<file path="config.mk">
export PLATFORM = sky130hd
export DESIGN_NAME = boa_extmem_spiflash
export DESIGN_NICKNAME = d
export VERILOG_FILES = /design/src/rtl/boa_extmem_spiflash_pkg.sv /design/src/rtl/boa_spi_shift_engine.sv /design/src/rtl/boa_extmem_spiflash.sv
export SDC_FILE = /design/constraint.sdc
export NUM_CORES = 1
export LEC_CHECK = 0
export BUFFER_PORTS_ARGS = -buffer_cell sky130_fd_sc_hd__buf_2
export CORE_MARGIN = 2
export CORE_UTILIZATION = 30
export CTS_BUF_LIST = sky130_fd_sc_hd__clkbuf_16
export DETAILED_ROUTE_END_ITERATION = 12
export SETUP_SLACK_MARGIN = 0.1
export SYNTH_ARGS = -nofsm -noshare
export SYNTH_HDL_FRONTEND = slang
export SYNTH_SLANG_ARGS = --single-unit
</file>
<file path="constraint.sdc">
create_clock -name clk -period 4.6 [get_ports clk]
set_input_delay 0.23 -clock clk [delete_from_list [all_inputs] [get_ports clk]]
set_output_delay 0.23 -clock clk [all_outputs]
set_load 0.02 [all_outputs]
</file>
<file path="src/rtl/boa_extmem_spiflash_pkg.sv">
// rtl/boa_extmem_spiflash_pkg.sv - shared types and constants for the SPI flash ROM responder
package boa_extmem_spiflash_pkg;

  typedef enum logic [1:0] {
    IDLE  = 2'd0,
    SHIFT = 2'd1,
    DONE  = 2'd2,
    DESEL = 2'd3
  } state_t;

  localparam logic [7:0] CMD_READ = 8'h03;
  localparam int         SPI_ALEN = 24;

endpackage

</file>
<file path="src/rtl/boa_spi_shift_engine.sv">
// rtl/boa_spi_shift_engine.sv - mode-0 SPI shifter: 32 bits out (cmd+addr), then 32 bits in
module boa_spi_shift_engine #(
  parameter int clk_div = 1
) (
  input  logic        clk,
  input  logic        rst,
  input  logic        start,
  input  logic [31:0] tx_word,
  input  logic        miso,
  output logic        busy,
  output logic        done,
  output logic        sck,
  output logic        mosi,
  output logic [31:0] rx_word
);

  localparam logic [7:0] DIV_LAST = 8'(clk_div - 1);

  logic        active_q, active_d;
  logic [7:0]  div_q, div_d;
  logic [5:0]  bit_q, bit_d;
  logic [31:0] tx_q, tx_d;
  logic [31:0] rx_q, rx_d;
  logic        sck_q, sck_d;
  logic        mosi_q, mosi_d;

  always_ff @(posedge clk) begin
    if (rst) begin
      active_q <= 1'b0;
      div_q    <= '0;
      bit_q    <= '0;
      tx_q     <= '0;
      rx_q     <= '0;
      sck_q    <= 1'b0;
      mosi_q   <= 1'b0;
    end else begin
      active_q <= active_d;
      div_q    <= div_d;
      bit_q    <= bit_d;
      tx_q     <= tx_d;
      rx_q     <= rx_d;
      sck_q    <= sck_d;
      mosi_q   <= mosi_d;
    end
  end

  // tx_q shifts in zeros, so mosi falls to 0 by itself once the data phase starts
  always_comb begin
    active_d = active_q;
    div_d    = div_q;
    bit_d    = bit_q;
    tx_d     = tx_q;
    rx_d     = rx_q;
    sck_d    = sck_q;
    mosi_d   = mosi_q;
    done     = 1'b0;
    if (!active_q) begin
      if (start) begin
        active_d = 1'b1;
        div_d    = '0;
        bit_d    = '0;
        tx_d     = tx_word;
        sck_d    = 1'b0;
        mosi_d   = tx_word[31];
      end
    end else if (div_q != DIV_LAST) begin
      div_d = div_q + 8'd1;
    end else begin
      div_d = '0;
      if (!sck_q) begin
        sck_d = 1'b1;
        if (bit_q[5]) rx_d = {rx_q[30:0], miso};
      end else begin
        sck_d = 1'b0;
        if (bit_q == 6'd63) begin
          active_d = 1'b0;
          mosi_d   = 1'b0;
          done     = 1'b1;
        end else begin
          bit_d  = bit_q + 6'd1;
          tx_d   = {tx_q[30:0], 1'b0};
          mosi_d = tx_q[30];
        end
      end
    end
  end

  assign busy    = active_q;
  assign sck     = sck_q;
  assign mosi    = mosi_q;
  // first received byte belongs at the lowest address, i.e. rdata[7:0]
  assign rx_word = {rx_q[7:0], rx_q[15:8], rx_q[23:16], rx_q[31:24]};

endmodule

</file>
<file path="src/rtl/boa_extmem_spiflash.sv">
// rtl/boa_extmem_spiflash.sv - external-ROM bus responder serving word reads from SPI NOR flash
module boa_extmem_spiflash
  import boa_extmem_spiflash_pkg::*;
#(
  parameter int              alen       = 19,
  parameter int              clk_div    = 1,
  parameter logic [23:0]     flash_base = 24'h000000,
  parameter int              cs_high    = 2
) (
  input  logic            clk,
  input  logic            rst,
  input  logic            re,
  input  logic [3:0]      we,
  input  logic [alen-1:0] addr,
  input  logic [31:0]     wdata,
  output logic [31:0]     rdata,
  output logic            ready,
  output logic            spi_cs_n,
  output logic            spi_sck,
  output logic            spi_mosi,
  input  logic            spi_miso
);

  state_t        state_q, state_d;
  logic          cs_n_q, cs_n_d;
  logic [31:0]   rdata_q, rdata_d;
  logic [3:0]    desel_q, desel_d;
  logic          start;
  logic          eng_busy, eng_done;
  logic [31:0]   eng_rx;
  logic [SPI_ALEN-1:0] word_addr, flash_addr;
  logic          unused_bus_bits;

  // writes need no action: IDLE already answers ready=!re
  assign unused_bus_bits = ^{we, wdata, addr[1:0]};

  assign word_addr  = SPI_ALEN'({addr[alen-1:2], 2'b00});
  assign flash_addr = word_addr + flash_base;

  boa_spi_shift_engine #(.clk_div(clk_div)) u_engine (
    .clk     (clk),
    .rst     (rst),
    .start   (start),
    .tx_word ({CMD_READ, flash_addr}),
    .miso    (spi_miso),
    .busy    (eng_busy),
    .done    (eng_done),
    .sck     (spi_sck),
    .mosi    (spi_mosi),
    .rx_word (eng_rx)
  );

  always_ff @(posedge clk) begin
    if (rst) begin
      state_q <= IDLE;
      cs_n_q  <= 1'b1;
      rdata_q <= '0;
      desel_q <= '0;
    end else begin
      state_q <= state_d;
      cs_n_q  <= cs_n_d;
      rdata_q <= rdata_d;
      desel_q <= desel_d;
    end
  end

  always_comb begin
    state_d = state_q;
    rdata_d = rdata_q;
    desel_d = desel_q;
    case (state_q)
      IDLE:  if (re && !eng_busy) state_d = SHIFT;
      SHIFT: if (eng_done) begin
        state_d = DONE;
        rdata_d = eng_rx;
      end
      DONE: begin
        state_d = DESEL;
        desel_d = '0;
      end
      DESEL: begin
        if (desel_q == 4'(cs_high - 1)) state_d = IDLE;
        else desel_d = desel_q + 4'd1;
      end
      default: state_d = IDLE;
    endcase
    cs_n_d = (state_d != SHIFT);
  end

  always_comb begin
    start = 1'b0;
    ready = 1'b0;
    case (state_q)
      IDLE: begin
        ready = !re;
        start = re && !eng_busy;
      end
      DONE:    ready = 1'b1;
      default: ready = 1'b0;
    endcase
  end

  assign rdata    = rdata_q;
  assign spi_cs_n = cs_n_q;

endmodule

</file>
==> impl_metrics.py <==
metrics = {
    "worst_setup_path": {
        "worstPathRequired_ns": 4.86,
        "worstSetupStartpointType": "register",
        "startpoint": "state_q[1]",
        "endpoint_kind": "register",
        "cpPeakStageDelay_ns": 0.65,
        "cp_slowest_cell": "nor2_1",
        "path_class": "register to register",
        "cp_max_fo": 18,
        "cpMostUsedCell": "o22ai_1",
        "path_cells": "nor3b_1 -> o22ai_1 -> nor2_1 -> buf_4 -> o22ai_1",
        "arrival_ns": 2.81,
        "rr_startpoint": "state_q[1]",
    },
    "logic_synthesis": {
        "synthFlopType": "dfxtp_1",
        "yosysTopAreaCellShare_pct": 48.5,
        "syn_area_um2": 4830,
        "yosys_warnings": 0,
        "yosysUniqueCellTypes": 48,
        "synthCells": 513,
        "yosys-top-cells-area": "dfxtp_1 48%, mux2i_1 17%, nand2_1 6.4%, nor2_1 3.7%, a21oi_1 2.9%",
        "yosysMostFrequentCell": "dfxtp_1",
        "synth_area_per_cell_um2": 9.42,
        "async_reset_ff_share_pct": 0,
        "synth_edf_count": 0,
        "synthesis.nets": 577,
        "ys_ff_latch": 117,
        "yosysTopAreaCell": "dfxtp_1",
        "synth_common_cells": "117 x dfxtp_1, 82 x nand2_1, 81 x mux2i_1",
        "yosysSeqAreaShare_pct": 48.5,
    },
    "placement": {
        "place_hpwl_um": 6460,
        "gp_congestion": 0.744,
        "preCtsSetupSlack_ns": 2.02,
        "portBuffers": 56,
        "placedCellCount": 753,
    },
    "global_routing": {
        "grt_overflow_total": 0,
        "grt_max_degree": 65,
        "grt_pass1_vias": 3624,
        "antenna_found_initial": 0,
        "grt_pass1_wl_um": 16800,
        "grt_use_total_pct": 12.4,
    },
    "drt": {
        "vias": 3755,
        "drt_pass1_iterations": 5,
        "wl_per_cell_um": 12.9,
        "wirelength_um": 10100,
        "drt-initial-drc-count": 190,
        "viasPerCell": 4.78,
        "drc": 0,
        "drtAntennaViolNets": 0,
    },
    "final_layout": {
        "nFillCells": 1623,
        "syn_to_final_growth_pct": 19.9,
        "antenna_cells": 0,
        "multi_input_area_um2": 2260,
        "final_cell_count_no_fill": 785,
        "layout-drive-gt1-share_pct": 16.7,
        "layout.nets": 620,
        "regArea_um2": 2340,
    },
    "floorplanning": {
        "coreArea_um2": 15800,
        "die_area_um2": 17100,
        "row_count": 46,
        "dieWidth_um": 131,
        "initial_utilization_pct": 30.5,
        "die_h_um": 131,
        "io_pins": 95,
    },
    "timing": {
        "max_freq_ghz": 0.392,
        "relSlewSlack_pct": 20.7,
        "tns_ns": 0,
        "rsz0062_at_grt": "false",
        "min_period_ns": 2.55,
        "period_share_pct": 55.4,
        "finalHoldViolCount": 0,
        "clock_skew_ns": 0.0106,
        "hold_ws_ns": 0.0682,
        "worstMarginPinSlew_ns": 1.17,
        "fin_ws_ns": 2.05,
        "drv_slew": 0,
        "setup_viol": 0,
    },
    "run": {
        "cap_violations": 0,
    },
    "power": {
        "seqPwrFrac_pct": 43.6,
        "intPower_w": 0.00188,
        "ir_drop_mv": 0.312,
        "power.density_nw_per_um2": 421,
        "swShare_pct": 23.2,
        "clockPowerShare_pct": 50.0,
        "p_sw_w": 0.000565,
        "p_comb_share_pct": 6.4,
        "p_leak_nw": 2.34,
    },
    "clock_tree": {
        "cts_buffers": 17,
        "cts_buffer_depth": 2,
        "cts.clk_slew.worst_paths_ns": 0.05,
        "cts.htree.levels": 4,
        "cts_resized": 0,
        "cts_setup_buffers": 0,
        "insertion_delay_ns": 0.41,
        "hold_buffers": 0,
        "cts_tree": "yes",
        "root_buffer": "clkbuf_16",
        "cts_sinks": 117,
    },
    "run_status": {
        "status": "completed",
    },
    "hold_path": {
        "hold_path.startpoint": "addr[2]",
        "min_path_type": "input pin to register",
    },
}
==> flip-flops by register name, indices dropped and copies added, names as in the netlist <==
signal,flops
rdata,32
u_engine.rx_q,32
u_engine.tx_q,29
u_engine.div_q,8
u_engine.bit_q,6
desel_q,4
state_q,2
spi_cs_n,1
u_engine.busy,1
u_engine.mosi,1
u_engine.sck,1
==> power groups by stage <==
stage,sequential (W),combinational [W],clock (W)
after floorplan,0.00108,0.000125,0
after global placement,0.00108,0.000154,0
after detailed placement,0.00109,0.000158,0
after CTS,0.00106,0.000159,0.00125
after global routing,0.00107,0.000175,0.00129
final,0.00106,0.000157,0.00122
==> layout by cell type, fill, tap and decap left out, types with 9 or more instances in the layout <==
master / netlist / layout
inv_1: 12 / 15
dfxtp_1: 117 / 117
nand2_1: 82 / 82
clkbuf_16: 0 / 17
a21oi_1: 28 / 28
a211oi_1: 17 / 17
mux2i_1: 81 / 81
nor2_1: 47 / 47
o21ai_0: 9 / 9
buf_2: 12 / 56
==> stage by stage <==
step                total power, W  instance area [um2]  utilization [%]
CTS                        0.00247                 5790             36.6
detailed placement         0.00124                 5250             33.1
floorplan                  0.00120                 4830                -
finish                     0.00244                 5790             36.6
global route               0.00253                 5790             36.6
global placement           0.00124                 5250             33.1
==> area by class of cell <==
class	count	share of cell area, %
clock buffers	17	7.34
clock inverters	15	2.14
inverters	13	0.842
multi-input cells	345	39.0
flip-flops and latches	117	40.4
well taps	216	4.66
repair buffers	62	5.61
==> routing by layer <==
metal	wire length (um)	track usage (%)
met1	4860	15.0
met2	4710	20.3
met3	434	3.87
met4	142	5.63
met5	0	0
==> worst paths after layout <==
path	to	slack, ns	cells past startpoint
worst max register to register	u_engine.tx_q[27]	2.05	5
worst min register to register	rdata[25]	0.45	2
worst max-delay path	u_engine.tx_q[27]	2.05	5
worst min-delay path	u_engine.tx_q[2]	0.07	3
==> kinds of logic (layout without fill, tap and decap cells) <==
family	Yosys count	after routing	synth area share [%]
mux	82	82	17.0
simple gates	168	168	15.8
compound gates	90	90	12.6
buf+inv	51	107	4.81
fa+ha+maj	5	5	1.29
flops	117	117	48.5
==> critical path: cells and delay by family (launching register included) <==
kind            cells  cell delay (ns)
buf+inv             1             0.35
compound gates      2             0.45
flops               1             0.39
simple gates        2             1.20
(Power assumes the default switching activity.)
